--- config.mk ---
export PLATFORM = sky130hd
export DESIGN_NAME = tx_queue_scheduler
export DESIGN_NICKNAME = d
export VERILOG_FILES = /design/src/rtl/tx_queue_scheduler.sv
export SDC_FILE = /design/constraint.sdc
export NUM_CORES = 1
export LEC_CHECK = 0
export BUFFER_PORTS_ARGS = -buffer_cell sky130_fd_sc_hd__buf_2
export CAP_MARGIN = 20
export CORE_AREA = 2 2 96 98
export CTS_CLUSTER_DIAMETER = 100
export CTS_CLUSTER_SIZE = 14
export DETAILED_ROUTE_END_ITERATION = 10
export DIE_AREA = 0 0 98 100
export PLACE_DENSITY = 0.76
export SLEW_MARGIN = 10
export SYNTH_ARGS = -nofsm -noshare
export SYNTH_HDL_FRONTEND = slang
export SYNTH_SLANG_ARGS = --single-unit
export TNS_END_PERCENT = 20
--- constraint.sdc ---
create_clock -name S_AXIS_ACLK -period 3.1 [get_ports S_AXIS_ACLK]
set_input_delay 0.155 -clock S_AXIS_ACLK [delete_from_list [all_inputs] [get_ports S_AXIS_ACLK]]
set_output_delay 0.155 -clock S_AXIS_ACLK [all_outputs]
set_load 0.01 [all_outputs]
--- src/rtl/tx_queue_scheduler.sv ---
// Four-queue tx scheduler: arbitrates round-robin or strict priority, holds the grant
// through the PHY start/done handshake, then enforces an inter-packet gap.
module tx_queue_scheduler #(
    parameter int MAX_BIT_NUM_DMA_SYMBOL = 14
) (
    input  logic                              S_AXIS_ACLK,
    input  logic                              S_AXIS_ARESETN,
    input  logic [MAX_BIT_NUM_DMA_SYMBOL-1:0] data_count0,
    input  logic [MAX_BIT_NUM_DMA_SYMBOL-1:0] data_count1,
    input  logic [MAX_BIT_NUM_DMA_SYMBOL-1:0] data_count2,
    input  logic [MAX_BIT_NUM_DMA_SYMBOL-1:0] data_count3,
    input  logic [3:0]                        queue_enable,
    input  logic                              prio_mode,
    input  logic [15:0]                       req_timeout,
    input  logic [7:0]                        ifs_gap,
    input  logic                              phy_tx_started,
    input  logic                              phy_tx_done,
    output logic [1:0]                        tx_queue_idx,
    output logic                              tx_req,
    output logic                              sched_busy,
    output logic                              timeout_pulse,
    output logic [15:0]                       pkt_sent_count
);

    typedef enum logic [1:0] {IDLE, REQ, BUSY, GAP} state_t;

    state_t      state;
    state_t      state_next;
    logic [1:0]  rr_ptr;
    logic [1:0]  rr_ptr_next;
    logic [1:0]  idx_next;
    logic [1:0]  winner;
    logic [1:0]  cand;
    logic [15:0] tmo_cnt;
    logic [15:0] tmo_cnt_next;
    logic [15:0] tmo_len;
    logic [15:0] tmo_len_next;
    logic [7:0]  gap_cnt;
    logic [7:0]  gap_cnt_next;
    logic [7:0]  gap_len;
    logic [7:0]  gap_len_next;
    logic [15:0] pkt_cnt_next;
    logic        pulse_next;
    logic [3:0]  eligible;
    logic        any_eligible;

    assign eligible = queue_enable & {data_count3 != '0, data_count2 != '0,
                                      data_count1 != '0, data_count0 != '0};
    assign any_eligible = |eligible;

    // Later loop iterations override earlier ones, so the scan order picks the winner.
    always_comb begin
        winner = rr_ptr;
        cand   = rr_ptr;
        if (prio_mode) begin
            for (int i = 0; i < 4; i++) begin
                if (eligible[i]) winner = 2'(i);
            end
        end else begin
            for (int k = 3; k >= 0; k--) begin
                cand = rr_ptr + 2'(k);
                if (eligible[cand]) winner = cand;
            end
        end
    end

    always_comb begin
        state_next   = state;
        idx_next     = tx_queue_idx;
        rr_ptr_next  = rr_ptr;
        tmo_cnt_next = tmo_cnt;
        tmo_len_next = tmo_len;
        gap_cnt_next = gap_cnt;
        gap_len_next = gap_len;
        pkt_cnt_next = pkt_sent_count;
        pulse_next   = 1'b0;
        case (state)
            IDLE: begin
                if (any_eligible) begin
                    idx_next     = winner;
                    tmo_cnt_next = '0;
                    tmo_len_next = req_timeout;
                    state_next   = REQ;
                end
            end
            REQ: begin
                tmo_cnt_next = tmo_cnt + 16'd1;
                // Started beats both a queue disable and a timeout in the same cycle.
                if (phy_tx_started) begin
                    state_next = BUSY;
                end else if (!queue_enable[tx_queue_idx]) begin
                    state_next = IDLE;
                end else if (tmo_len != '0 && tmo_cnt == tmo_len - 16'd1) begin
                    state_next  = IDLE;
                    pulse_next  = 1'b1;
                    rr_ptr_next = tx_queue_idx + 2'd1;
                end
            end
            BUSY: begin
                if (phy_tx_done) begin
                    rr_ptr_next  = tx_queue_idx + 2'd1;
                    pkt_cnt_next = pkt_sent_count + 16'd1;
                    if (ifs_gap != '0) begin
                        state_next   = GAP;
                        gap_cnt_next = '0;
                        gap_len_next = ifs_gap;
                    end else begin
                        state_next = IDLE;
                    end
                end
            end
            GAP: begin
                if (gap_cnt == gap_len - 8'd1) begin
                    state_next = IDLE;
                end else begin
                    gap_cnt_next = gap_cnt + 8'd1;
                end
            end
            default: state_next = IDLE;
        endcase
    end

    // tx_req and sched_busy are registered from the next state so they align with it.
    always_ff @(posedge S_AXIS_ACLK or negedge S_AXIS_ARESETN) begin
        if (!S_AXIS_ARESETN) begin
            state          <= IDLE;
            tx_queue_idx   <= '0;
            rr_ptr         <= '0;
            tmo_cnt        <= '0;
            tmo_len        <= '0;
            gap_cnt        <= '0;
            gap_len        <= '0;
            pkt_sent_count <= '0;
            timeout_pulse  <= 1'b0;
            tx_req         <= 1'b0;
            sched_busy     <= 1'b0;
        end else begin
            state          <= state_next;
            tx_queue_idx   <= idx_next;
            rr_ptr         <= rr_ptr_next;
            tmo_cnt        <= tmo_cnt_next;
            tmo_len        <= tmo_len_next;
            gap_cnt        <= gap_cnt_next;
            gap_len        <= gap_len_next;
            pkt_sent_count <= pkt_cnt_next;
            timeout_pulse  <= pulse_next;
            tx_req         <= (state_next == REQ);
            sched_busy     <= (state_next != IDLE);
        end
    end

endmodule

Word level (Yosys, flattened, before mapping)

Cells that the tools add are included.

Bits in registers: 73
Logic and storage cells: 100
Output and inout port bits: 21
Input port bits: 89

Add/sub/neg operators: 9
Muxes and demuxes: 42
Bitwise operators: 1
Reduce and logical (&&, ||, !) cells: 19
Order comparisons: 5
Equal/unequal tests: 13

Operator list:

| cell                  | count |
|---|---|
| $reduce_bool 14->1    | 4 |
| $mux 2                | 20 |
| $add 16x1->16 const B | 2 |
| $pmux 16 s2           | 1 |
| $mux 8                | 3 |
| $eq 16x16->1          | 1 |
| $mux 16               | 1 |
| $pmux 8 s2            | 1 |
| $reduce_bool 16->1    | 1 |
| $sub 16x1->16 const B | 1 |
| $lt 2x3->1 const B    | 5 |
| $ne 2x2->1 const B    | 7 |
| $bmux 1 s2            | 5 |
| $mux 1                | 9 |
| $add 8x1->8 const B   | 1 |
| $eq 8x8->1            | 1 |
| $pmux 2 s4            | 1 |
| $reduce_bool 2->1     | 4 |
| $reduce_bool 8->1     | 1 |
| $sub 8x1->8 const B   | 1 |
| $reduce_and 2->1      | 3 |
| $reduce_and 5->1      | 1 |
| $add 2x1->2 const B   | 2 |
| $add 2x2->2 const B   | 2 |
| 9 further kinds       | 11 |

Depth between registers and ports, before layout

Word-level depth: 9
Depth in mapped cells: 10
Mapped depth without buffers: 10

Least setup slack after synthesis

Ideal clock, no wire load.

Kind: register to register
Start point: register tmo_len[0]
End point: register rr_ptr[0]
Data arrival time: 2.605 ns
Data required time: 3.021 ns
Path slack: 0.415 ns
Path buffers: 0
Clock period less this slack: 2.685 ns
Cell stages (with the launch flop): 11
Setup time: 0.079 ns
Cell sequence: dfrtp_1 > inv_1 > ha_1 > nor4b_4 > nand4_2 > a2111oi_2 > o2111ai_1 > nor4_4 > nand2_2 > o31ai_2 > mux2i_1

Longest elaborated chain between the ends: 5
Elaborated cells between the ends (all ways): 6

RTL lines:

| element                      | line | source |
|---|---|---|
| from (decl)                  | 36   | `logic [15:0] tmo_len;` |
| from (signal assigned)       | 142  | `tmo_len <= tmo_len_next;` |
| $sub 16x1->16                | 93   | `end else if (tmo_len != '0 && tmo_cnt == tmo_len - 16'd1) begin` |
| $eq 16x16->1                 | 93   |  |
| $logic_and 1x1->1 *          | 93   |  |
| $ne 2x2->1 (no line) *       | n/a  |  |
| $reduce_and 5->1 (no line) * | n/a  |  |
| to (signal assigned)         | 140  | `rr_ptr <= rr_ptr_next;` |
| to (decl)                    | 29   | `logic [1:0] rr_ptr;` |

Every way passes the cells marked *; elsewhere a longest branch is shown, timed or not.
A chain may end at the register's enable or synchronous reset.

Worst setup path after layout

Same ends and word-level chain as after synthesis.

==> impl_metrics.ini <==
[min_path]
hold_class = input pin to async pin

[yosys]
synth_flop_cell = dfrtp_1
synthXorXnorAreaFrac = 0.0944
synthSimpleGateAreaFrac = 0.230
syn_area_um2 = 4360
synth_top_family_by_area = simple AND/OR/NAND/NOR gates
synthMuxAreaShare = 0.0735
synth_edf_count = 0
async_flop_share = 1.00
synth_area_per_cell_um2 = 9.52
ys_ff_latch = 73
synth_compound_area_frac = 0.133
synth_cell_types = 65
ys_seq_area_frac = 0.419
syn_inst = 458
ys_warn_count = 0
synth_fa_ha_area_frac = 0.0143
synth_fp_nets = 552

[grt]
grt_remaining_overflow = 0
met1_usage = 0.271
gr-usage-met2 = 0.380
grt_use_met3 = 0.0501
antenna_found_initial = 0
grt_max_degree = 74
track_usage = 0.220
grt_pass1_vias = 3832
grt_busiest_layer = met2
grt_first_pass_wirelength_um = 17700

[clock_network]
cts_sinks = 73
cts_root_buf = clkbuf_8
cts_tree = done
path_clk_slew_ns = 0.08
clock_latency_ns = 0.35
clock_path_buffers = 2
h-tree-depth = 3
cts_setup_buffers = 0
numCtsBuffers = 9

[timing]
final.setup.tns_ns = 0
grt_setup_unrepaired = no
relSlewSlack = 0.339
finClkSkew_ns = 0.0106
fin_ws_ns = 0.372
period_share = 0.880
post-route-min-period_ns = 2.73
max_freq_ghz = 0.367
maxSlewViolCount = 0
setup_viol = 0
tightest_slew_ns = 0.988
hold_viol_final = 0

[detailed_routing]
drt_iter0_drc = 218
drc_errors = 0
ant_nets = 0
via_per_inst = 5.62
wl_per_cell_um = 14.7
first_pass_iters = 4
drt_wl_total_um = 10000
vias = 3830

[critical_path]
cp-start-kind = register
cp.required_ns = 3.37
worst-path-max-fanout = 7
crit_path_end_kind = register
path_class = register to register
crit_arrival_ns = 3.00

[power]
p_seq_frac = 0.432
peakVddDrop_uv = 654
sw_frac_of_total = 0.391
power.clock.fraction = 0.189
power_density_nw_per_um2 = 744
p_int_w = 0.00235
p_leak_nw = 2.37
switchingPower_w = 0.00151
combPwrFrac = 0.379

[cells_and_area]
drive_gt1_frac = 0.296
antennaDiodeCount = 0
final-seq-area_um2 = 1830
area_delta_synth_final_pct = 19.1
fillers = 768
multi_input_area_um2 = 2380
nNetsFinal = 661

[floorplan]
die_w_um = 98
dieArea_um2 = 9800
start_util = 0.490
coreArea_um2 = 8890
ioPinCount = 110
row_count = 35
fp.dieH_um = 100

[run_status]
status = completed

[flow_run]
cap_violations = 0

[place]
dpl.hpwl_um = 7630
dp_slack_ns = 0.294
gp_congestion = 0.849
io_buffers = 109
[final timing paths]
check                                   startpoint            endpoint  slack [ns]  depth (start not counted)
worst min-delay path                S_AXIS_ARESETN          gap_len[0]       0.009                          2
min in group S_AXIS_ACLK                ifs_gap[1]          gap_len[1]        0.02                          3
worst max register to register          tmo_len[0]           rr_ptr[0]        0.37                         10
max in group asynchronous           S_AXIS_ARESETN          tmo_cnt[5]        2.48                          2
worst max-delay path                    tmo_len[0]           rr_ptr[0]        0.37                         10
worst min register to register  pkt_sent_count[15]  pkt_sent_count[15]        0.47                          1
[cell families after synthesis]
| family | Yosys count |
|---|---|
| AO/OA/AOI/OAI | 85 |
| XOR/XNOR | 47 |
| adder cells (fa/ha/maj) | 5 |
| buffers and inverters | 33 |
| flip-flops | 73 |
| multiplexers | 28 |
| AND/OR/NAND/NOR | 187 |
[what timing repair did]
action / CTS / global route
resized for setup: 0 / 1
endpoints found under the setup margin: 0 / 1
hold buffers: 0 / 0
[power groups by stage]
stage	logic, W	clock network, W	registers (W)
final	0.00146	0.000731	0.00167
after global routing	0.00164	0.000806	0.00173
after CTS	0.00146	0.000757	0.00167
after detailed placement	0.00146	0	0.00169
after global placement	0.00141	0	0.00167
after floorplan	0.00123	0	0.00154
[routing by layer]
layer  part of all wire  vias up
met5                  0        -
met4             0.0099        0
met3              0.041        9
met2               0.50       89
met1               0.45     1832
li1                   -     1900
[Yosys cell counts, drive strengths merged (10+ instances only)]
| library cell | number | share of area |
|---|---|---|
| dfrtp | 73 | 0.42 |
| nand2 | 50 | 0.044 |
| nand3 | 32 | 0.037 |
| nor2 | 30 | 0.026 |
| xnor2 | 28 | 0.056 |
| mux2 | 22 | 0.057 |
| o21ai | 22 | 0.025 |
| nor4 | 19 | 0.034 |
| xor2 | 19 | 0.038 |
| inv | 15 | 0.013 |
| a31oi | 13 | 0.019 |
| nor3 | 13 | 0.015 |
| a21oi | 12 | 0.014 |
| and3 | 10 | 0.015 |
[through the flow]
| step | instances | hold WS, ns | utilization | instance area [um2] | total power (W) |
|---|---|---|---|---|---|
| 2_1_floorplan | 458 | -0.141 | - | 4360 | 0.00277 |
| 3_3_place_gp | 667 | 0.377 | 0.562 | 5000 | 0.00308 |
| 3_5_place_dp | 667 | 0.389 | 0.562 | 5000 | 0.00315 |
| 4_1_cts | 682 | 0.0108 | 0.584 | 5190 | 0.00389 |
| 5_1_grt | 682 | 0.0118 | 0.584 | 5190 | 0.00418 |
| 6_report | 682 | 0.00851 | 0.584 | 5190 | 0.00387 |
[critical path, cell delays in order (launching register included)]
cell and delay, ns:
dfrtp_1 0.43, inv_1 0.08, ha_2 0.24, nor3b_1 0.28, xnor2_1 0.13, a2111oi_2 0.34
o2111ai_1 0.22, nor4_4 0.35, nand2_2 0.13, o31ai_2 0.23, mux2i_1 0.21
[area by class of cell]
type,instances,area share
inverters,15,0.0108
multi-input cells,352,0.458
flip-flops and latches,73,0.352
clock inverters,5,0.0108
repair buffers,116,0.115
well taps,111,0.0267
clock buffers,10,0.0265
[state kept, by name, indices dropped and copies added (netlist names)]
| name | count |
|---|---|
| gap_cnt | 8 |
| tx_req | 1 |
| tmo_len | 16 |
| pkt_sent_count | 16 |
| state | 2 |
| gap_len | 8 |
| timeout_pulse | 1 |
| tx_queue_idx | 2 |
| sched_busy | 1 |
| tmo_cnt | 16 |
| rr_ptr | 2 |
[layout by cell type (no fill, tap or decap), types with 4 or more instances in the layout]
cell / count
nor3_1: 13
o31ai_1: 4
o21ai_0: 22
ha_1: 4
a21oi_1: 12
nand4_1: 8
xnor2_1: 28
clkbuf_8: 10
mux2_2: 22
xor2_1: 19
mux2i_1: 5
a31oi_1: 13
buf_4: 7
buf_2: 109
nor4_1: 17
dfrtp_1: 73
nand2_1: 49
and3_1: 8
inv_1: 15
nor2_1: 30
nand3_1: 32
Power figures use the tool's default switching activity.
